**src/rtl/mips_pkg.sv**
```systemverilog
// Shared types and constants for the data-memory arbiter.
package mips_pkg;

  typedef enum logic [1:0] {
    IDLE   = 2'd0,
    ACCESS = 2'd1,
    DONE   = 2'd2
  } arb_state_t;

  localparam logic PORT_CPU = 1'b0;
  localparam logic PORT_DBG = 1'b1;

endpackage

```
**src/rtl/d_mem_arbiter_rr_arb2.sv**
```systemverilog
// Two-way round-robin pick: a lone requester wins, contention goes to the port
// that did not win last time.
module rr_arb2
  import mips_pkg::*;
(
  input  logic Req0,
  input  logic Req1,
  input  logic LastGrant,
  output logic GrantValid,
  output logic GrantIdx
);

  always_comb begin
    GrantValid = Req0 | Req1;
    if (Req0 && Req1) begin
      GrantIdx = ~LastGrant;
    end else if (Req1) begin
      GrantIdx = PORT_DBG;
    end else begin
      GrantIdx = PORT_CPU;
    end
  end

endmodule

```
**src/rtl/d_mem_arbiter.sv**
```systemverilog
// Shares the single d_mem port between the load/store unit (port 0) and the
// debug/DMA loader (port 1); each access is IDLE -> ACCESS -> DONE.
module d_mem_arbiter
  import mips_pkg::*;
#(
  parameter int DATA_WIDTH = 32,
  parameter int ADDR_WIDTH = 32,
  parameter int RAM_SIZE   = 256
) (
  input  logic                  clk,
  input  logic                  rst_n,
  input  logic                  Req0,
  input  logic                  Req1,
  input  logic                  We0,
  input  logic                  We1,
  input  logic [ADDR_WIDTH-1:0] Addr0,
  input  logic [ADDR_WIDTH-1:0] Addr1,
  input  logic [DATA_WIDTH-1:0] WData0,
  input  logic [DATA_WIDTH-1:0] WData1,
  output logic                  Ack0,
  output logic                  Ack1,
  output logic                  Err0,
  output logic                  Err1,
  output logic [DATA_WIDTH-1:0] RData0,
  output logic [DATA_WIDTH-1:0] RData1,
  output logic [ADDR_WIDTH-1:0] MemAddress,
  output logic [DATA_WIDTH-1:0] MemWriteData,
  output logic                  MemWrite,
  output logic                  MemRead,
  input  logic [DATA_WIDTH-1:0] MemReadData
);

  // One extra bit so RAM_SIZE itself is representable even when it equals 2**ADDR_WIDTH.
  localparam logic [ADDR_WIDTH:0] RAM_LIMIT = (ADDR_WIDTH + 1)'(RAM_SIZE);

  function automatic logic addr_in_range(input logic [ADDR_WIDTH-1:0] addr);
    return {1'b0, addr} < RAM_LIMIT;
  endfunction

  arb_state_t            state_q, state_d;
  logic                  last_grant_q, last_grant_d;
  logic                  gnt_idx_q, gnt_idx_d;
  logic                  we_q, we_d;
  logic                  ok_q, ok_d;
  logic [ADDR_WIDTH-1:0] mem_addr_q, mem_addr_d;
  logic [DATA_WIDTH-1:0] mem_wdata_q, mem_wdata_d;
  logic                  mem_write_q, mem_write_d;
  logic                  mem_read_q, mem_read_d;
  logic                  ack0_q, ack0_d;
  logic                  ack1_q, ack1_d;
  logic                  err0_q, err0_d;
  logic                  err1_q, err1_d;
  logic [DATA_WIDTH-1:0] rdata0_q, rdata0_d;
  logic [DATA_WIDTH-1:0] rdata1_q, rdata1_d;

  logic                  grant_valid;
  logic                  grant_idx;
  logic                  sel_we;
  logic [ADDR_WIDTH-1:0] sel_addr;
  logic [DATA_WIDTH-1:0] sel_wdata;
  logic                  sel_ok;

  rr_arb2 u_rr_arb2 (
    .Req0       (Req0),
    .Req1       (Req1),
    .LastGrant  (last_grant_q),
    .GrantValid (grant_valid),
    .GrantIdx   (grant_idx)
  );

  always_comb begin
    sel_we    = (grant_idx == PORT_DBG) ? We1    : We0;
    sel_addr  = (grant_idx == PORT_DBG) ? Addr1  : Addr0;
    sel_wdata = (grant_idx == PORT_DBG) ? WData1 : WData0;
    sel_ok    = addr_in_range(sel_addr);
  end

  always_comb begin
    state_d      = state_q;
    last_grant_d = last_grant_q;
    gnt_idx_d    = gnt_idx_q;
    we_d         = we_q;
    ok_d         = ok_q;
    mem_addr_d   = mem_addr_q;
    mem_wdata_d  = mem_wdata_q;
    mem_write_d  = 1'b0;
    mem_read_d   = 1'b0;
    ack0_d       = 1'b0;
    ack1_d       = 1'b0;
    err0_d       = 1'b0;
    err1_d       = 1'b0;
    rdata0_d     = rdata0_q;
    rdata1_d     = rdata1_q;

    case (state_q)
      IDLE: begin
        if (grant_valid) begin
          gnt_idx_d    = grant_idx;
          last_grant_d = grant_idx;
          we_d         = sel_we;
          ok_d         = sel_ok;
          mem_addr_d   = sel_addr;
          mem_wdata_d  = sel_wdata;
          // Strobes are registered here so they are high exactly during ACCESS.
          mem_write_d  = sel_we & sel_ok;
          mem_read_d   = ~sel_we & sel_ok;
          state_d      = ACCESS;
        end
      end
      ACCESS: begin
        // MemReadData is captured on the edge that closes ACCESS.
        if (gnt_idx_q == PORT_CPU) begin
          ack0_d = 1'b1;
          err0_d = ~ok_q;
          if (!ok_q) begin
            rdata0_d = '0;
          end else if (!we_q) begin
            rdata0_d = MemReadData;
          end
        end else begin
          ack1_d = 1'b1;
          err1_d = ~ok_q;
          if (!ok_q) begin
            rdata1_d = '0;
          end else if (!we_q) begin
            rdata1_d = MemReadData;
          end
        end
        state_d = DONE;
      end
      DONE: begin
        state_d = IDLE;
      end
      default: begin
        state_d = IDLE;
      end
    endcase
  end

  always_ff @(posedge clk or negedge rst_n) begin
    if (!rst_n) begin
      state_q      <= IDLE;
      last_grant_q <= PORT_DBG;
      gnt_idx_q    <= PORT_CPU;
      we_q         <= 1'b0;
      ok_q         <= 1'b0;
      mem_addr_q   <= '0;
      mem_wdata_q  <= '0;
      mem_write_q  <= 1'b0;
      mem_read_q   <= 1'b0;
      ack0_q       <= 1'b0;
      ack1_q       <= 1'b0;
      err0_q       <= 1'b0;
      err1_q       <= 1'b0;
      rdata0_q     <= '0;
      rdata1_q     <= '0;
    end else begin
      state_q      <= state_d;
      last_grant_q <= last_grant_d;
      gnt_idx_q    <= gnt_idx_d;
      we_q         <= we_d;
      ok_q         <= ok_d;
      mem_addr_q   <= mem_addr_d;
      mem_wdata_q  <= mem_wdata_d;
      mem_write_q  <= mem_write_d;
      mem_read_q   <= mem_read_d;
      ack0_q       <= ack0_d;
      ack1_q       <= ack1_d;
      err0_q       <= err0_d;
      err1_q       <= err1_d;
      rdata0_q     <= rdata0_d;
      rdata1_q     <= rdata1_d;
    end
  end

  assign Ack0         = ack0_q;
  assign Ack1         = ack1_q;
  assign Err0         = err0_q;
  assign Err1         = err1_q;
  assign RData0       = rdata0_q;
  assign RData1       = rdata1_q;
  assign MemAddress   = mem_addr_q;
  assign MemWriteData = mem_wdata_q;
  assign MemWrite     = mem_write_q;
  assign MemRead      = mem_read_q;

endmodule

```
**config.mk**
```make
export PLATFORM = sky130hd
export DESIGN_NAME = d_mem_arbiter
export DESIGN_NICKNAME = d
export VERILOG_FILES = /design/src/rtl/mips_pkg.sv /design/src/rtl/d_mem_arbiter_rr_arb2.sv /design/src/rtl/d_mem_arbiter.sv
export SDC_FILE = /design/constraint.sdc
export NUM_CORES = 1
export LEC_CHECK = 0
export ABC_AREA = 1
export CAP_MARGIN = 20
export CORE_ASPECT_RATIO = 1.4
export CORE_MARGIN = 2
export CORE_UTILIZATION = 40
export CTS_CLUSTER_DIAMETER = 80
export DETAILED_ROUTE_END_ITERATION = 10
export GPL_ROUTABILITY_DRIVEN = 0
export PLACE_DENSITY = 0.92
export SLEW_MARGIN = 15
export SYNTH_ARGS = -nofsm -noshare
export SYNTH_HDL_FRONTEND = slang
export SYNTH_SLANG_ARGS = --single-unit
export TNS_END_PERCENT = 1
```
**constraint.sdc**
```tcl
create_clock -name clk -period 2 [get_ports clk]
set_clock_uncertainty 0.15 [all_clocks]
set_input_delay 0.2 -clock clk [delete_from_list [all_inputs] [get_ports clk]]
set_output_delay 0.2 -clock clk [all_outputs]
set_load 0.05 [all_outputs]
```
# Yosys cells after proc, flatten, opt, wreduce, memory -nomap -nowiden
# Cells that the tools add are included.
totals:
  ff_bits: 140
  out_inout_bits: 134
op_classes:
  magnitude_cmp: 1
  n_eq_ne: 3
  mux: 21
  n_bitwise: 7
  n_reduce_logical: 5
ops:
  columns: ["op", "n"]
  rows:
  - ["32-bit 2-to-1 mux", 4]
  - ["32-bit by 9-bit < comparator with 1-bit output, second input constant", 1]
  - ["1-bit 2-to-1 mux", 15]
  - ["3-bit AND reduction", 2]
  - ["2-bit inequality test, second input constant", 2]
  - ["1-bit NOT", 4]
  - ["2-bit case mux with 2 select lines", 1]
  - ["1-bit bitwise AND", 2]
  - ["2-bit by 1-bit equality test with 1-bit output, second input constant", 1]
  - ["2-bit zero test", 1]
  - ["2-bit 2-to-1 mux", 1]
  - ["2-bit AND reduction", 1]
  - ["1-bit logical AND", 1]
  - ["1-bit bitwise OR", 1]

# Depth between registers and ports, before layout
depth:
  depth_word: 7
  ltp_mapped: 11

# By module
# From an unflattened synthesis, not the netlist that was laid out.
unflattened:
  hier_cells: 706
  hier_area_um2: 5954.5
modules_own_cells:
  columns: ["mod", "n_inst", "cells_each", "area_each_um2", "seq_area_each_um2"]
  rows:
  - ["d_mem_arbiter", 1, 703, 5939.4, 3504.6]
  - ["rr_arb2", 1, 3, 15.0, 0.0]

# Least setup slack after synthesis
# OpenSTA, ideal clock, no wires.
synth_timing:
  path_type: "reg-to-reg"
  startpoint: "register last_grant_q"
  endpoint: "register mem_write_q (netlist: MemWrite)"
  t_arrival_ns: 1.376
  required_time_ns: 1.778
  path_slack_ns: 0.402
  stages_incl_launch_ff: 12
  n_path_buf: 1
  path_cell_list: "dfstp_2 > nand2_1 > nand2_1 > buf_2 > nand2_1 > nand2_1 > nand2_1 > nor2_1 > nand2_1 > nor2_1 > nand2_1 > nor2_1"
synth_via:
  elab_chain_len: 7
synth_lines:
  columns: ["element", "line_no", "rtl"]
  rows:
  - ["start, declared", "d_mem_arbiter.sv:41", "logic last_grant_q, last_grant_d;"]
  - ["start signal, assigned", "d_mem_arbiter.sv:159", "last_grant_q <= last_grant_d;"]
  - ["1-bit NOT (*)", "d_mem_arbiter_rr_arb2.sv:16", "GrantIdx = ~LastGrant;"]
  - ["1-bit 2-to-1 mux (*)", "d_mem_arbiter_rr_arb2.sv:15", "if (Req0 && Req1) begin"]
  - ["32-bit 2-to-1 mux", "d_mem_arbiter.sv:73", "sel_addr = (grant_idx == PORT_DBG) ? Addr1 : Addr0;"]
  - ["32-bit by 9-bit < comparator with 1-bit output", "d_mem_arbiter.sv:37", "return {1'b0, addr} < RAM_LIMIT;"]
  - ["1-bit bitwise AND (*)", "d_mem_arbiter.sv:105", "mem_write_d = sel_we & sel_ok;"]
  - ["1-bit 2-to-1 mux (*)", "d_mem_arbiter.sv:97", "if (grant_valid) begin"]
  - ["1-bit 2-to-1 mux (*)", "d_mem_arbiter.sv:95", "case (state_q)"]
  - ["net mem_write_d", "d_mem_arbiter.sv:47", "logic mem_write_q, mem_write_d;"]
  - ["end signal, assigned", "d_mem_arbiter.sv:165", "mem_write_q <= mem_write_d;"]
  - ["end, declared", "d_mem_arbiter.sv:47", null]
# The timed path passes the listed nets; every way through them passes the cells marked *.
# A chain may end at the register's enable or synchronous reset.

# Worst setup path after layout
layout_timing:
  startpoint: "register mem_wdata_q[21] (netlist: MemWriteData[21])"
  endpoint: "output port MemWriteData[21]"
layout_rtl:
  columns: ["element", "line_no", "rtl"]
  rows:
  - ["start, declared", "d_mem_arbiter.sv:46", "logic [DATA_WIDTH-1:0] mem_wdata_q, mem_wdata_d;"]
  - ["start signal, assigned", "d_mem_arbiter.sv:164", "mem_wdata_q <= mem_wdata_d;"]
  - ["end, declared", "d_mem_arbiter.sv:27", "output logic [DATA_WIDTH-1:0] MemWriteData,"]
# No word-level cell between the ends.

==> reports/qor.txt <==
OUTCOME
--------------------------------------------------------------------------------
Status                                                              finished clean

LAYOUT
--------------------------------------------------------------------------------
Post-route cell area                                                  9840 sq um
Number of nets in the finished design                                       1161
Fraction of final layout cells sized beyond drive strength 1               7.04%
Layout-stage area growth over the synthesis result                         65.7%
Final antenna diode count                                                      0
Core Util, Final                                                           67.8%

RUN
--------------------------------------------------------------------------------
Total of max-cap violations                                                    0

GLOBAL ROUTING
--------------------------------------------------------------------------------
Global-route total usage across every layer                                24.0%
Largest net degree at the start of global routing                             65
Wire length of the first global-routing pass                            29700 um
Congestion Overflow GR                                                         0
Vias in the first global route                                              5859
Number of antenna violations at the first check in global routing              0

FLOORPLANNING
--------------------------------------------------------------------------------
Area of the core                                                     14500 sq um
Effective utilization at floorplan                                         40.9%
Die Area                                                             15900 sq um
DIE HEIGHT                                                                148 um
Horizontal die dimension                                                  107 um
I/O pin cnt                                                                  300
Rows                                                                          52

YOSYS
--------------------------------------------------------------------------------
Per-instance average area after synthesis                             8.52 sq um
Async S/R FF share, synth                                                   100%
Count of state elements after synthesis                                      140
Syn_nets                                                                     863
Fraction of the yosys area taken by sequential cells                       59.0%
Yosys Warn Count                                                               0
Cell variety after synth                                                      21
Synthesized netlist cell count                                               697
Prevailing post-synth register cell                                 sky130_fd_sc_hd__dfrtp_1
Post-synth EDFFs                                                               0
Combined area of all synthesized cells                                5940 sq um

CTS
--------------------------------------------------------------------------------
Clock Latency Late Sink                                                   400 ps
Clock Tree Root                                                     sky130_fd_sc_hd__clkbuf_16
Number of buffers on the longest clock path                                    2
CTS tree                                                                   built
Reg clk slew, reported paths                                               60 ps
Number of clock buffers inserted by TritonCTS                                 17
Number of H-tree levels                                                        4
Post-CTS Repair Setup Buffers                                                  0
Sink count of the clock tree                                                 140

STA
--------------------------------------------------------------------------------
Crit path time final                                                     1960 ps
Number of max-slew violations in the final report                              0
Period utilization                                                         98.1%
F_max                                                                  0.510 GHz
Max_slew headroom                                                          63.2%
Count of endpoints failing hold in the final timing report                     0
Unrepaired setup endpoints after global routing                            false
Final setup fails                                                              0
Slew at the pin closest to its max-slew limit                             550 ps
Setup TNS                                                                   0 ps

ROUTING
--------------------------------------------------------------------------------
Wire length per cell after detailed routing                              15.8 um
Remaining antenna violation count                                              0
Number of iterations in the first detailed-routing pass                        5
Total Routed Length                                                     18900 um
Vias after detailed routing                                                 5922
Drt via density                                                             4.95
Drt first-iter violations                                                    317
Residual DRC count                                                             0

SETUP PATH
--------------------------------------------------------------------------------
Crit path capture type                                               output port
Required time at the endpoint of the critical path                       1650 ps
Category of the worst setup path launch point                               flop
Max FO, Critical Path                                                          2
Critical-path top delay cell                                        sky130_fd_sc_hd__clkdlybuf4s50_1
Worst Path Buf+Inv                                                             1
Start-to-end type of the worst setup path                           flop to output port
Delay of the slowest critical-path stage                                  830 ps
CP arrival                                                               1610 ps
Critical-path cell list                                             clkdlybuf4s50_1
Worst path top cell family by delay                                 buffers and inverters

PLACED DESIGN
--------------------------------------------------------------------------------
Post-detailed-placement cell area                                     9230 sq um
Detailed placement HPWL                                                 14400 um
Port buffer count                                                            299

PWR
--------------------------------------------------------------------------------
Leak pwr                                                                 4.29 nW
PnR Total Power                                                          19.3 mW
Power per standard cell area                                        1960 nW/um^2
Largest voltage drop on the vdd net                                      1.11 mV

MIN PATH
--------------------------------------------------------------------------------
Hold Path Class                                                     input port to async pin

==> cell usage after synthesis (4+ instances only) <==
cell                       count  area (sq um)
sky130_fd_sc_hd__nand3_1       8          40.0
sky130_fd_sc_hd__nor2_1      126           473
sky130_fd_sc_hd__o21ai_1      14          70.1
sky130_fd_sc_hd__buf_2        21           105
sky130_fd_sc_hd__a21oi_1      64           320
sky130_fd_sc_hd__a31oi_1       4          25.0
sky130_fd_sc_hd__inv_1        26          97.6
sky130_fd_sc_hd__nand2_1     157           589
sky130_fd_sc_hd__o21ai_0      90           450
sky130_fd_sc_hd__dfrtp_1     139          3480
sky130_fd_sc_hd__nand3b_1     15           113
sky130_fd_sc_hd__clkbuf_1     20          75.1
==> placed cells by master, fill, tap and decap left out <==
cell type                         synthesis  routed
sky130_fd_sc_hd__a31oi_1                  4       4
sky130_fd_sc_hd__dlygate4sd2_1            0       1
sky130_fd_sc_hd__nor2_1                 126     126
sky130_fd_sc_hd__inv_8                    0       3
sky130_fd_sc_hd__buf_4                    0      23
sky130_fd_sc_hd__inv_2                    1       1
sky130_fd_sc_hd__o21ai_0                 90      90
sky130_fd_sc_hd__nor3_1                   2       2
sky130_fd_sc_hd__inv_1                   26      26
sky130_fd_sc_hd__dfstp_2                  1       1
sky130_fd_sc_hd__dlygate4sd3_1            0       1
sky130_fd_sc_hd__nand3b_1                15      15
sky130_fd_sc_hd__clkdlybuf4s50_1          0     288
sky130_fd_sc_hd__clkbuf_16                0      17
sky130_fd_sc_hd__or2_2                    1       1
sky130_fd_sc_hd__dlymetal6s2s_1           0       2
sky130_fd_sc_hd__nand2_2                  0       1
sky130_fd_sc_hd__clkinvlp_4               0       5
sky130_fd_sc_hd__buf_6                    0       1
sky130_fd_sc_hd__nand3_1                  8       8
sky130_fd_sc_hd__nor2_4                   2       3
sky130_fd_sc_hd__buf_12                   0       7
sky130_fd_sc_hd__o21ai_2                  1       1
sky130_fd_sc_hd__inv_6                    0       5
sky130_fd_sc_hd__dfrtp_1                139     139
sky130_fd_sc_hd__a21oi_1                 64      64
sky130_fd_sc_hd__bufinv_16                0       2
sky130_fd_sc_hd__nand2_1                157     156
sky130_fd_sc_hd__or2_1                    1       1
sky130_fd_sc_hd__o21ai_1                 14      14
==> cell type report <==
type / instances / area [sq um]
Timing Repair Buffer: 323 / 3250
Clock buffer: 17 / 425
Clock inverter: 15 / 175
Inverter: 27 / 101
Fill cell: 1137 / 4670
Tap cell: 189 / 236
Sequential cell: 140 / 3500
Multi-Input combinational cell: 486 / 2150
==> worst register-to-register path, stage by stage (launching register included) <==
cell and delay [ps]:
sky130_fd_sc_hd__dfstp_2 540, sky130_fd_sc_hd__nand2_1 100, sky130_fd_sc_hd__nand2_2 120, sky130_fd_sc_hd__buf_12 160, sky130_fd_sc_hd__nand2_1 70, sky130_fd_sc_hd__nand2_1 70
sky130_fd_sc_hd__nand2_1 60, sky130_fd_sc_hd__nor2_1 120, sky130_fd_sc_hd__nand2_1 100, sky130_fd_sc_hd__nor2_1 90, sky130_fd_sc_hd__nand2_1 80, sky130_fd_sc_hd__nor2_1 90
==> layer usage <==
metal	up-vias	track usage [%]	routed length (um)
met4	0	10.8	677
met1	2757	26.8	7130
li1	2858	-	-
met5	-	0	0
met2	265	42.1	9680
met3	42	7.10	1450
==> flip-flops by register name, indices dropped and copies added (netlist names), 2 cells and up <==
name          count
RData0           32
RData1           32
MemWriteData     32
MemAddress       32
state_q           2
==> per-stage QoR <==
stage / cells / setup slack [ps] / hold slack, ps
after floorplan: 697 / 402 / -246
after global placement: 1164 / 55.3 / 13.3
after detailed placement: 1164 / 5.71 / 14.0
after CTS: 1197 / 11.9 / 147
after global routing: 1197 / 0.273 / 182
final: 1197 / 37.5 / 146
==> path summary, 6_finish.rpt <==
check	start	endpoint	slack [ps]	cells past startpoint
max	MemWriteData[21]$_DFFE_PN0P_	MemWriteData[21]	40	1
min	rst_n	RData1[5]$_DFFE_PN0P_	150	2
max reg2reg	last_grant_q$_DFFE_PN1P_	MemWrite$_DFF_PN0_	190	11
min reg2reg	state_q[1]$_DFFE_PN0P_	state_q[1]$_DFFE_PN0P_	290	1
max in group asynchronous	rst_n	MemAddress[11]$_DFFE_PN0P_	960	3
min in group clk	MemReadData[23]	RData1[23]$_DFFE_PN0P_	220	3
==> cell families after synthesis <==
group,Yosys count,share of synthesized area (%)
buffers and inverters,71,4.93
flip-flops,140,59.0
AND/OR/NAND/NOR,313,21.3
AO/OA/AOI/OAI,173,14.7
==> timing repair <==
item                       CTS  global route
hold buffers                 1             0
setup endpoints to repair    1             2
hold endpoints to repair   137             0
gates resized for setup      1             2
==> where the power goes <==
part | internal [mW] | total (mW) | switching [mW]
clock | 1.88 | 3.18 | 1.30
combinational | 3.58 | 11.0 | 7.46
sequential | 4.28 | 5.05 | 0.768
Note: power is estimated with default switching activity, not from simulation.
